$ cat src/rtl/fp_mul_pipe_if.sv
// fp_mul_pipe_if: operand/result stream bundle for fp_mul_pipe.
//   in_valid/in_ready      operand handshake (transfer = in_valid & in_ready)
//   in_a, in_b             operands {sign, exp, man}, W = 1+EXP_W+MAN_W bits
//   in_tag                 sideband tag returned with the result
//   rnd_mode               0 = round-to-nearest-even, 1 = round-toward-zero
//   out_valid/out_ready    result handshake (transfer = out_valid & out_ready)
//   out_y, out_tag         product and its tag
//   out_flags              {nv, of, uf, nx} of this result
// master = operand producer / result consumer, slave = the multiplier.
interface fp_mul_pipe_if #(
  parameter int EXP_W = 8,
  parameter int MAN_W = 7,
  parameter int TAG_W = 4
);
  localparam int W = 1 + EXP_W + MAN_W;

  logic             in_valid;
  logic             in_ready;
  logic [W-1:0]     in_a;
  logic [W-1:0]     in_b;
  logic [TAG_W-1:0] in_tag;
  logic             rnd_mode;
  logic             out_valid;
  logic             out_ready;
  logic [W-1:0]     out_y;
  logic [TAG_W-1:0] out_tag;
  logic [3:0]       out_flags;

  modport master (
    output in_valid, in_a, in_b, in_tag, rnd_mode, out_ready,
    input  in_ready, out_valid, out_y, out_tag, out_flags
  );

  modport slave (
    input  in_valid, in_a, in_b, in_tag, rnd_mode, out_ready,
    output in_ready, out_valid, out_y, out_tag, out_flags
  );
endinterface

$ cat src/rtl/fp_mul_pipe.sv
// fp_mul_pipe: fully pipelined floating-point multiplier (default bf16).
// One operation per cycle, valid/ready backpressure with bubble collapsing,
// in-order tag passthrough, RNE/RTZ rounding, per-result exception flags and
// a sticky flag register.
// Ports:
//   clk           clock, rising edge
//   rst_n         asynchronous active-low reset; discards all in-flight ops
//   bus           fp_mul_pipe_if.slave operand/result stream
//   flags_clr     clear sticky flags (a coinciding result transfer wins)
//   flags_sticky  OR of out_flags over all transferred results since clear
// STAGES (legal 2..6) is the latency when unstalled. The whole arithmetic
// result is formed in front of stage 0; the remaining stages only carry it,
// so results are identical for every STAGES value.
module fp_mul_pipe #(
  parameter int EXP_W  = 8,
  parameter int MAN_W  = 7,
  parameter int TAG_W  = 4,
  parameter int STAGES = 3
) (
  input  logic         clk,
  input  logic         rst_n,
  fp_mul_pipe_if.slave bus,
  input  logic         flags_clr,
  output logic [3:0]   flags_sticky
);
  localparam int W  = 1 + EXP_W + MAN_W;
  localparam int P  = 2 * MAN_W + 2;   // significand product width
  localparam int EW = EXP_W + 2;       // signed exponent working width
  localparam logic [EW-1:0] BIAS    = EW'((1 << (EXP_W - 1)) - 1);
  localparam logic [EW-1:0] EXP_INF = EW'((1 << EXP_W) - 1);

  typedef struct packed {
    logic [W-1:0]     y;
    logic [TAG_W-1:0] tag;
    logic [3:0]       flags;   // {nv, of, uf, nx}
  } res_t;

  // ---------------------------------------------------------------- arithmetic
  logic             sa, sb, sy;
  logic [EXP_W-1:0] ea, eb;
  logic [MAN_W-1:0] ma, mb;
  logic             a_zero, b_zero, a_inf, b_inf, a_nan, b_nan, a_snan, b_snan;
  logic             inf_x_zero;
  logic [P-1:0]     sig_a, sig_b, prod, prod_n;
  logic [MAN_W:0]   sig;
  logic             guard, sticky, inc;
  logic [MAN_W+1:0] sig_r;
  logic [EW-1:0]    e_sum, e_fin;
  logic [MAN_W-1:0] man_fin;
  logic             ovf, unf;
  res_t             in_res;

  assign {sa, ea, ma} = bus.in_a;
  assign {sb, eb, mb} = bus.in_b;

  always_comb begin
    sy         = sa ^ sb;
    // exp==0 covers denormals too: they are flushed to zero
    a_zero     = (ea == '0);
    b_zero     = (eb == '0);
    a_inf      = (&ea) & ~(|ma);
    b_inf      = (&eb) & ~(|mb);
    a_nan      = (&ea) & (|ma);
    b_nan      = (&eb) & (|mb);
    a_snan     = a_nan & ~ma[MAN_W-1];
    b_snan     = b_nan & ~mb[MAN_W-1];
    inf_x_zero = (a_inf & b_zero) | (b_inf & a_zero);

    sig_a  = {{(MAN_W + 1){1'b0}}, 1'b1, ma};
    sig_b  = {{(MAN_W + 1){1'b0}}, 1'b1, mb};
    prod   = sig_a * sig_b;
    // product is in [1,4): left-align so the hidden bit sits at the MSB
    prod_n = prod[P-1] ? prod : {prod[P-2:0], 1'b0};
    sig    = prod_n[P-1:MAN_W+1];
    guard  = prod_n[MAN_W];
    sticky = |prod_n[MAN_W-1:0];
    inc    = ~bus.rnd_mode & guard & (sticky | sig[0]);
    sig_r  = {1'b0, sig} + {{(MAN_W + 1){1'b0}}, inc};

    // two's complement exponent; negative values show up in the top bit
    e_sum   = {2'b00, ea} + {2'b00, eb} - BIAS + {{(EW - 1){1'b0}}, prod[P-1]};
    e_fin   = e_sum + {{(EW - 1){1'b0}}, sig_r[MAN_W+1]};
    // a rounding carry means sig was all ones: the fraction becomes zero
    man_fin = sig_r[MAN_W+1] ? sig_r[MAN_W:1] : sig_r[MAN_W-1:0];
    ovf     = ~e_fin[EW-1] & (e_fin >= EXP_INF);
    unf     = e_fin[EW-1] | (e_fin == '0);

    in_res.tag   = bus.in_tag;
    in_res.y     = {sy, e_fin[EXP_W-1:0], man_fin};
    in_res.flags = {3'b000, guard | sticky};

    if (unf) begin
      in_res.y     = {sy, {(W - 1){1'b0}}};
      in_res.flags = 4'b0011;
    end else if (ovf) begin
      in_res.y     = bus.rnd_mode ? {sy, {(EXP_W - 1){1'b1}}, 1'b0, {MAN_W{1'b1}}}
                                  : {sy, {EXP_W{1'b1}}, {MAN_W{1'b0}}};
      in_res.flags = 4'b0101;
    end

    // specials, applied lowest priority first so the highest one wins
    if (a_zero | b_zero) begin
      in_res.y     = {sy, {(W - 1){1'b0}}};
      in_res.flags = 4'b0000;
    end
    if (a_inf | b_inf) begin
      in_res.y     = {sy, {EXP_W{1'b1}}, {MAN_W{1'b0}}};
      in_res.flags = 4'b0000;
    end
    if (a_nan | b_nan | inf_x_zero) begin
      in_res.y     = {1'b0, {EXP_W{1'b1}}, 1'b1, {(MAN_W - 1){1'b0}}};
      in_res.flags = {inf_x_zero | a_snan | b_snan, 3'b000};
    end
  end

  // ------------------------------------------------------------------ pipeline
  logic [STAGES-1:0] vld_all;
  res_t              res_all [STAGES];
  logic [STAGES-1:0] stage_load;

  // A stage loads when empty or when the stage after it loads, so bubbles
  // collapse and in_ready is combinational from out_ready.
  always_comb begin
    stage_load             = '0;
    stage_load[STAGES-1]   = ~vld_all[STAGES-1] | bus.out_ready;
    for (int k = STAGES - 2; k >= 0; k--) begin
      stage_load[k] = ~vld_all[k] | stage_load[k+1];
    end
  end

  genvar gi;
  generate
    for (gi = 0; gi < STAGES; gi++) begin : g_stage
      logic up_vld;
      res_t up_res;
      logic vld_q, vld_d;
      res_t res_q, res_d;

      if (gi == 0) begin : g_head
        assign up_vld = bus.in_valid;
        assign up_res = in_res;
      end else begin : g_tail
        assign up_vld = vld_all[gi-1];
        assign up_res = res_all[gi-1];
      end

      // data only moves with a valid op so a stalled result stays stable
      always_comb begin
        vld_d = vld_q;
        res_d = res_q;
        if (stage_load[gi]) begin
          vld_d = up_vld;
          if (up_vld) res_d = up_res;
        end
      end

      always_ff @(posedge clk or negedge rst_n) begin
        if (!rst_n) begin
          vld_q <= 1'b0;
          res_q <= '0;
        end else begin
          vld_q <= vld_d;
          res_q <= res_d;
        end
      end

      assign vld_all[gi] = vld_q;
      assign res_all[gi] = res_q;
    end
  endgenerate

  assign bus.in_ready  = stage_load[0];
  assign bus.out_valid = vld_all[STAGES-1];
  assign bus.out_y     = res_all[STAGES-1].y;
  assign bus.out_tag   = res_all[STAGES-1].tag;
  assign bus.out_flags = res_all[STAGES-1].flags;

  // -------------------------------------------------------------- sticky flags
  logic       out_xfer;
  logic [3:0] sticky_q, sticky_d;

  assign out_xfer = bus.out_valid & bus.out_ready;

  always_comb begin
    sticky_d = sticky_q;
    if (flags_clr) begin
      sticky_d = out_xfer ? bus.out_flags : 4'b0000;
    end else if (out_xfer) begin
      sticky_d = sticky_q | bus.out_flags;
    end
  end

  always_ff @(posedge clk or negedge rst_n) begin
    if (!rst_n) sticky_q <= 4'b0000;
    else        sticky_q <= sticky_d;
  end

  assign flags_sticky = sticky_q;
endmodule

$ cat src/flat_wrapper.sv
// flat-port wrapper written by rule: the top's interface ports become plain ports
module fp_mul_pipe_flat 
#(
  parameter int EXP_W  = 8,
  parameter int MAN_W  = 7,
  parameter int TAG_W  = 4,
  parameter int STAGES = 3
)
  (clk, rst_n, flags_clr, flags_sticky, bus_in_valid, bus_in_a, bus_in_b, bus_in_tag, bus_rnd_mode, bus_out_ready, bus_in_ready, bus_out_valid, bus_out_y, bus_out_tag, bus_out_flags);
  fp_mul_pipe_if #(.EXP_W(EXP_W), .MAN_W(MAN_W), .TAG_W(TAG_W)) bus_i ();
  input  logic clk;
  input  logic rst_n;
  input  logic flags_clr;
  output logic [3:0] flags_sticky;
  input wire logic [$bits(bus_i.in_valid)-1:0] bus_in_valid;
  input wire logic [$bits(bus_i.in_a)-1:0] bus_in_a;
  input wire logic [$bits(bus_i.in_b)-1:0] bus_in_b;
  input wire logic [$bits(bus_i.in_tag)-1:0] bus_in_tag;
  input wire logic [$bits(bus_i.rnd_mode)-1:0] bus_rnd_mode;
  input wire logic [$bits(bus_i.out_ready)-1:0] bus_out_ready;
  output wire logic [$bits(bus_i.in_ready)-1:0] bus_in_ready;
  output wire logic [$bits(bus_i.out_valid)-1:0] bus_out_valid;
  output wire logic [$bits(bus_i.out_y)-1:0] bus_out_y;
  output wire logic [$bits(bus_i.out_tag)-1:0] bus_out_tag;
  output wire logic [$bits(bus_i.out_flags)-1:0] bus_out_flags;
  assign bus_i.in_valid = bus_in_valid;
  assign bus_i.in_a = bus_in_a;
  assign bus_i.in_b = bus_in_b;
  assign bus_i.in_tag = bus_in_tag;
  assign bus_i.rnd_mode = bus_rnd_mode;
  assign bus_i.out_ready = bus_out_ready;
  assign bus_in_ready = bus_i.in_ready;
  assign bus_out_valid = bus_i.out_valid;
  assign bus_out_y = bus_i.out_y;
  assign bus_out_tag = bus_i.out_tag;
  assign bus_out_flags = bus_i.out_flags;
  fp_mul_pipe #(.EXP_W(EXP_W), .MAN_W(MAN_W), .TAG_W(TAG_W), .STAGES(STAGES)) u_core (.clk(clk), .rst_n(rst_n), .bus(bus_i), .flags_clr(flags_clr), .flags_sticky(flags_sticky));
endmodule
$ cat config.mk
export PLATFORM = sky130hd
export DESIGN_NAME = fp_mul_pipe_flat
export DESIGN_NICKNAME = d
export VERILOG_FILES = /design/src/rtl/fp_mul_pipe_if.sv /design/src/rtl/fp_mul_pipe.sv /design/src/flat_wrapper.sv
export SDC_FILE = /design/constraint.sdc
export NUM_CORES = 1
export LEC_CHECK = 0
export CORE_MARGIN = 2
export CORE_UTILIZATION = 58
export DETAILED_ROUTE_END_ITERATION = 10
export GPL_TIMING_DRIVEN = 0
export PLACE_DENSITY = 0.92
export SLEW_MARGIN = 20
export SYNTH_ARGS = -nofsm -noshare
export SYNTH_HDL_FRONTEND = slang
export SYNTH_SLANG_ARGS = --single-unit
$ cat constraint.sdc
create_clock -name clk -period 2.9 [get_ports clk]
set_clock_uncertainty 0.2 [all_clocks]
set_input_delay 0.725 -clock clk [delete_from_list [all_inputs] [get_ports clk]]
set_output_delay 0.725 -clock clk [all_outputs]
set_load 0.005 [all_outputs]
==> results of run 1 <==
[synth_stat cells, types with 10 or more instances]
library cell	instances	share of area, %
inv_1	80	4.5
dfrtp_1	79	30
nand2_1	66	3.7
ha_1	49	9.2
mux2_2	48	8.1
fa_1	38	11
and2_1	34	3.2
nor2_1	33	1.9
nand3_1	15	1.1
xnor2_1	15	2.0
a21oi_1	14	1.1
o21ai_0	13	0.98
nand2b_1	12	1.1
clkbuf_1	10	0.57
nor4_1	10	0.94
[cells by family after synthesis]
kind of cell,synth area share (%)
DFF,29.8
adders and majority gates,20.7
AOI/OAI and AO/OA,14.4
buffers and inverters,5.55
muxes,8.75
and+or+nand+nor,17.9
xor gates and xnor gates,2.96
[layer usage]
| metal | part of all wire, % | up-vias | routed length (um) |
|---|---|---|---|
| met2 | 54 | 322 | 10100 |
| met4 | 3.3 | 0 | 623 |
| met5 | 0 | - | 0 |
| met1 | 37 | 3023 | 6860 |
| met3 | 5.7 | 80 | 1060 |
| li1 | - | 2639 | - |
[per-stage QoR]
| stage | std cells | utilization (%) |
|---|---|---|
| after CTS | 931 | 74.6 |
| after global routing | 945 | 76.6 |
| after floorplan | 680 | - |
| after global placement | 894 | 68.1 |
| after detailed placement | 895 | 68.4 |
| final | 945 | 76.6 |
[power by group through the flow]
stage | logic [W] | registers (W) | clock network [W]
after floorplan | 0.00322 | 0.00169 | 0
after detailed placement | 0.00440 | 0.00174 | 0
after CTS | 0.00496 | 0.00173 | 0.00118
after global routing | 0.00586 | 0.00178 | 0.00123
final | 0.00548 | 0.00174 | 0.00119
after global placement | 0.00416 | 0.00171 | 0
[what timing repair did]
action                                 in CTS  in global routing
pin swaps                                  36                 22
endpoints found under the hold margin       0                  0
setup endpoints to repair                  20                 19
setup buffers                              21                 15
gates resized for setup                   129                 23
[sequential cells by signal, indices dropped and copies added, names as in the netlist]
| register | cells |
|---|---|
| u_core.bus.out_tag | 4 |
| u_core.bus.out_y | 16 |
| u_core.g_stage.vld_q | 2 |
| u_core.g_stage.res_q | 48 |
| u_core.flags_sticky | 4 |
| u_core.bus.out_valid | 1 |
| u_core.bus.out_flags | 4 |
[cells in the final DEF (no fill, tap or decap), types with 7 or more instances in the layout]
master           synthesis  layout
and2_4                   0       7
nand3_1                 15      15
ha_4                     0       7
buf_6                    0       9
o21ai_2                  2       8
inv_2                    0       9
clkdlybuf4s50_1          0      57
ha_1                    49      41
buf_4                    1      38
nor3_1                   9       9
a21oi_1                 14      12
nor4_1                  10       8
nand4_1                  9       9
clkbuf_16                0       9
and2_1                  34      27
inv_1                   80      70
nor2_1                  33      32
nand2b_1                12      12
dfrtp_1                 79      79
mux2_2                  48      48
o21ai_0                 13      10
fa_1                    38      36
a21o_1                   7       7
nand2_1                 66      62
xnor2_1                 15      13
o211ai_1                 8       8
[final cells by class]
type	count	area, um^2	share of cell area [%]
buffer	14	93.8	1.09
sequential	79	1980	22.9
multi-input combinational	505	4740	54.9
clock inverter	6	75.1	0.870
inverter	80	303	3.51
timing repair buffer	108	1030	11.9
tap	143	179	2.07
clock buffer	10	239	2.77
[path summary, 6_finish.rpt]
check | start | end | slack (ns) | cells after the start
worst max-delay path | bus_in_b[0] | u_core.g_stage[0].res_q[16] | -4.93 | 32
worst min-delay path | rst_n | u_core.bus.out_y[13] | 0.13 | 1
worst max register to register | u_core.bus.out_valid | u_core.g_stage[0].res_q[16] | -0.11 | 8
worst min register to register | u_core.g_stage[0].res_q[5] | u_core.g_stage[0].res_q[5] | 0.29 | 2
max in group asynchronous | rst_n | u_core.bus.out_y[2] | 1.81 | 2
min in group clk | u_core.g_stage[0].res_q[5] | u_core.g_stage[0].res_q[5] | 0.29 | 2
==> metrics.md, run 1 <==
| Metric | Value |
|---|---|
| Status | `finished with violations` |
| Failing checks | `setup timing` |
| Syn_area_per_cell | `approximately 9.8 um^2` |
| First-pass GRT wire length | `approximately 29000 um` |
| Cell area power density | `approximately 970 mW/mm^2` |
| Drt first-iter violations | `~650` |
| Final setup TNS | `-87.82 ns` |
| H-tree depth | `3` |
| Row count | `39` |
| Number of port buffers | `71` |
| Rel. slew slack | `about 43%` |
| Clk sink count | `79` |
| Seq/Total Area, Yosys | `between 20% and 30%` |
| Gr usage total | `between 20 and 30%` |
| NumNets Final | `between 900 and 1000` |
| CP peak stage delay | `0.59 ns` |
| Initial Utilization | `about three fifths` |
| Fin worst setup slack | `-4.93 ns` |
| Buf/Inv on CP | `7` |
| Routed WL | `about 19000 um` |
| Die ar. | `roughly 0.012 mm^2` |
| Total of max-cap violations | `0` |
| Pre-CTS setup slack | `-6.48 ns` |
| Clock power share | `between 10% and 20%` |
| Top Ports | `72` |
| Slew Limit Fails | `0` |
| Arrival @ worst endpoint | `around 8 ns` |
| RePlAce Congestion | `between 0.8 and 0.9` |
| Ant. Diodes | `0` |
| M3 GR Usage | `around 3.3%` |
| Number of synthesized register bits | `between 70 and 80` |
| Pwr Total | `roughly 0.0084 W` |
| Sw Share | `between 40% and 50%` |
| RSZ-0062 raised after global routing | `true` |
| Die Width | `approximately 110 um` |
| Layout cells sized above 1 | `a little over a quarter` |
| Cell area after synthesis | `between 0.006 and 0.007 mm^2` |
| Core area | `roughly 0.011 mm^2` |
| Register share of total power | `approximately a fifth` |
| Fmax achieved | `128 MHz` |
| DRC viols | `0` |
| Clk root buf | `clkbuf_16` |
| Detailed-route wire length per cell | `just under 20 um` |
| Lkg Pwr | `slightly below 4 nW` |
| Final setup fails | `18` |
| Busiest layer in global routing | `met2` |
| Number of fillers in the final layout | `roughly 630` |
| DP Area | `between 0.007 and 0.008 mm^2` |
| Kind of cell adding the most delay to the critical path | `adder cells` |
| Ys async rst share | `100%` |
| Met1 Resource Use GR | `about 33%` |
| CP Capture Type | `flop` |
| Min Tclk post-route | `approximately 8 ns` |
| Area grow syn2layout | `30.1%` |
| Hold Crit Class | `in2async` |
| Post-route cell area | `~0.0086 mm^2` |
| Worst setup path category | `in2reg` |
| Worst-Margin Slew | `around 0.85 ns` |
| CTS clk-pin slew, worst paths | `~0.06 ns` |
| Cells after Synth | `680` |
| Clk_lat worst skew | `between 0.3 and 0.4 ns` |
| Worst-path fanout max | `8` |
| Syn Nets | `approximately 800` |
| Largest net degree at the start of global routing | `just over 50` |
| Worst ir drop on vdd | `a little over 1 mV` |
| DRT Pass-1 Iters | `5` |
| CTS Hold Bufs | `0` |
| M2 GR Usage | `a little over half` |
| P_int | `0.00472 W` |
| Final Hold Viols | `0` |
| Vias post-DR | `~6100` |
| CTS Buffer Depth | `2` |
| CTS tree | `yes` |
| Chip height | `111 um` |
| Hpwl dp | `between 10000 and 15000 um` |
| Via/cell ratio | `6.42` |
| CP max stage cell | `clkdlybuf4s50_1` |
| Overflow after GRT | `0` |
| Number of synthesized flops with an enable pin | `0` |
| Initial antenna violation count | `0` |
| Ys flop type | `dfrtp_1` |
| Yosys warnings | `0` |
| Psw | `0.00369 W` |
| Hold slack | `~0.13 ns` |
| WP data required | `2.97 ns` |
| Vias in the first global route | `slightly above 6000` |
| CTS buffer count | `9` |
| Number of distinct library cells after synthesis | `77` |
| Routed Antenna Nets | `0` |
| Final critical-path share of the clock period | `270%` |
| Worst setup SP type | `input pin` |
| Combinational share of power | `65.2%` |
No activity file was read; power rests on OpenSTA's default activity.
==> run 2, diff against run 1 <==
--- a/config.mk
+++ b/config.mk
@@ -6,10 +6,10 @@
 export NUM_CORES = 1
 export LEC_CHECK = 0
 export CORE_MARGIN = 2
-export CORE_UTILIZATION = 58
+export CORE_UTILIZATION = 30
 export DETAILED_ROUTE_END_ITERATION = 10
 export GPL_TIMING_DRIVEN = 0
-export PLACE_DENSITY = 0.92
+export PLACE_DENSITY_LB_ADDON = 0.2
 export SLEW_MARGIN = 20
 export SYNTH_ARGS = -nofsm -noshare
 export SYNTH_HDL_FRONTEND = slang
==> run 2 against run 1 <==
  * The run still ends with setup timing left
  * Worst setup slack better by 0.25 ns
  * Routed wire length is 15% lower
  * Global-route usage is 14 points lower
  * Worst hold slack better by 0.050 ns
  * Sequential power hardly changed
  * Sequential share of layout area is 0.35 points lower
  * Highest routed layer unchanged
  * Via count is 12% lower
  * Clock power is 8% lower
==> metrics.md, run 2 (same netlist as run 1, synthesis figures left out) <==
| Metric | Value |
|---|---|
| Status | `finished with violations` |
| Failing checks | `setup timing` |
| Most frequent cells in the layout | `dfrtp_1, inv_1, nand2_1` |
| CTS tree | `yes` |
| Gr usage total | `14.2% (-14 points)` |
| CTS buffer count | `9 (unchanged)` |
| Final setup fails | `18 (unchanged)` |
| Drt first-iter violations | `133 (-80%)` |
| Routed WL | `15900 um (-15%)` |
| Overflow after GRT | `0 (unchanged)` |
| Largest net degree at the start of global routing | `44 (-14%)` |
| CP Capture Type | `flop` |
| Reg-to-reg slack, setup | `0 ns (+0.11 ns)` |
| Worst ir drop on vdd | `0.349 mV (-65%)` |
| WP data required | `2.94 ns (-0.03 ns)` |
| P_int | `0.00458 W (-3.0%)` |
| Sw Share | `41.4% (-2.5 points)` |
| Met3 wire len | `329 um (-69%)` |
| Clk sink count | `79 (unchanged)` |
| DRT Pass-1 Iters | `4 (-1)` |
| Ant. Diodes | `0 (unchanged)` |
| Vias post-DR | `5317 (-12%)` |
| Arrival @ worst endpoint | `7.62 ns (-0.28 ns)` |
| DR top layer | `met4` |
| Area grow syn2layout | `32.1%` |
| Slew Limit Fails | `0 (unchanged)` |
| Buf/Inv on CP | `8 (+1)` |
| CP peak stage delay | `0.54 ns (-0.05 ns)` |
| Die ar. | `0.0233 mm^2 (+89%)` |
| Chip height | `153 um (+38%)` |
| First-pass GRT wire length | `27600 um (-4.0%)` |
| Clock power share | `13.9% (-0.2 points)` |
| Initial Utilization | `30.5% (-28 points)` |
| DP Area | `0.00787 mm^2 (+2.1%)` |
| CTS Hold Bufs | `0 (unchanged)` |
| Commonest non-fill, non-tap cell in the layout | `dfrtp_1` |
| H-tree depth | `3 (unchanged)` |
| RePlAce Congestion | `0.761 (-14%)` |
| Final Hold Viols | `0 (unchanged)` |
| Multi-input logic area | `0.00470 mm^2 (-0.66%)` |
| Cell area power density | `891 mW/mm^2 (-8.5%)` |
| RSZ-0062 raised after global routing | `true` |
| CTS clk-pin slew, worst paths | `0.06 ns (about the same)` |
| Top Ports | `72 (unchanged)` |
| Min Tclk post-route | `7.58 ns (-0.253 ns)` |
| Final setup TNS | `-82.29 ns (+5.53 ns)` |
| Metal1 wirelength | `7440 um (+8.4%)` |
| Core area | `0.0218 mm^2 (+93%)` |
| Fin worst setup slack | `-4.68 ns (+0.253 ns)` |
| Worst setup path category | `in2reg` |
| Row count | `54 (+38%)` |
| Fmax achieved | `132 MHz (+3.3%)` |
| Worst setup SP type | `input pin` |
| Number of port buffers | `71 (unchanged)` |
| Worst Reg-to-Reg Cells | `8 (unchanged)` |
| Final critical-path share of the clock period | `261% (-8.7 points)` |
| Lkg Pwr | `3.82 nW (-1.1%)` |
| Hold Crit Class | `in2async` |
| Die Width | `153 um (+38%)` |
| Clk_lat worst skew | `0.33 ns (about the same)` |
| NumNets Final | `925 (-0.11%)` |
| Routed wl met2 | `7880 um (-22%)` |
| Max FFs per register | `48 (unchanged)` |
| R2r startpoint | `u_core.bus.out_valid` |
| Total of max-cap violations | `0 (unchanged)` |
| Reg area | `0.00198 mm^2 (unchanged)` |
| Number of fillers in the final layout | `2153 (+240%)` |
| Worst-Margin Slew | `0.947 ns (+0.0984 ns)` |
| Hpwl dp | `12200 um (+1.2%)` |
| Psw | `0.00324 W (-12%)` |
| Vias in the first global route | `5560 (-9.9%)` |
| Kind of cell adding the most delay to the critical path | `adder cells` |
| Clk root buf | `clkbuf_16` |
| DRC viols | `0 (unchanged)` |
| Register share of total power | `21.9% (+1.2 points)` |
| Via/cell ratio | `4.92 (-23%)` |
| Worst-path fanout max | `6 (-2)` |
| Rel. slew slack | `35.9% (-7.2 points)` |
| Layout cells sized above 1 | `25.9% (-0.81 points)` |
| Initial antenna violation count | `0 (unchanged)` |
| CTS Buffer Depth | `2 (unchanged)` |
| Post-route cell area | `0.00876 mm^2 (+1.6%)` |
| Combinational share of power | `64.3% (-0.9 points)` |
| CP max stage cell | `fa_1` |
| Reg-to-Reg End | `u_core.g_stage[0].res_q[19]` |
| Top reg by flops | `u_core.g_stage.res_q` |
| Routed Antenna Nets | `0 (unchanged)` |
| Detailed-route wire length per cell | `14.7 um (-26%)` |
## run 2: final cells by class
cell class | count | area share, %
clock buffers | 10 | 2.61
clock inverters | 5 | 0.671
inverters | 80 | 3.48
multi-input cells | 505 | 53.7
well taps | 280 | 4.00
flip-flops and latches | 79 | 22.6
plain buffers | 13 | 0.871
repair buffers | 108 | 12.1
## run 2: how the worst max path moves through the flow
stage                startpoint                           to  cells after the start
global route        bus_in_b[3]  u_core.g_stage[0].res_q[14]                     26
global placement    bus_in_b[4]  u_core.g_stage[0].res_q[14]                     32
detailed placement  bus_in_b[6]  u_core.g_stage[0].res_q[14]                     35
floorplan           bus_in_a[2]  u_core.g_stage[0].res_q[14]                     34
finish              bus_in_b[4]  u_core.g_stage[0].res_q[14]                     32
CTS                 bus_in_a[5]  u_core.g_stage[0].res_q[18]                     34
## run 2: repair_timing
item / 4_1_cts / 5_1_grt
pin swaps: 31 / 16
buffers inserted: 23 / 11
gates resized for setup: 132 / 29
gates cloned: 0 / 2
setup endpoints to repair: 20 / 18
## run 2: stage by stage
step / hold slack [ns] / utilization (%) / power [W] / setup slack, ns / cells
floorplan: 0.229 / - / 0.00491 / -4.94 / 680
global placement: 0.256 / 36.1 / 0.00609 / -6.57 / 1031
detailed placement: 0.266 / 36.2 / 0.00612 / -6.50 / 1032
CTS: 0.198 / 39.1 / 0.00762 / -4.66 / 1067
global route: 0.220 / 40.3 / 0.00857 / -4.98 / 1080
finish: 0.177 / 40.3 / 0.00781 / -4.68 / 1080
## run 2: layer usage
layer	up-vias	GRT usage (%)
met1	2591	18.6
met4	0	3.53
li1	2642	-
met2	66	24.9
met3	18	1.71
met5	-	0
## run 2: power groups by stage
stage / Combinational (W) / Sequential (W) / Clock, W
after CTS: 0.00478 / 0.00172 / 0.00112
after global placement: 0.00435 / 0.00173 / 0
after detailed placement: 0.00438 / 0.00174 / 0
after floorplan: 0.00322 / 0.00169 / 0
after global routing: 0.00562 / 0.00177 / 0.00118
final: 0.00502 / 0.00171 / 0.00109
==> run 3, diff against run 2 <==
--- a/config.mk
+++ b/config.mk
@@ -7,6 +7,7 @@
 export LEC_CHECK = 0
 export CORE_MARGIN = 2
 export CORE_UTILIZATION = 30
+export CTS_CLUSTER_DIAMETER = 60
 export DETAILED_ROUTE_END_ITERATION = 10
 export GPL_TIMING_DRIVEN = 0
 export PLACE_DENSITY_LB_ADDON = 0.2
==> results of run 3 <==
The final DEF is identical to that of run 2; final timing and power are the same.
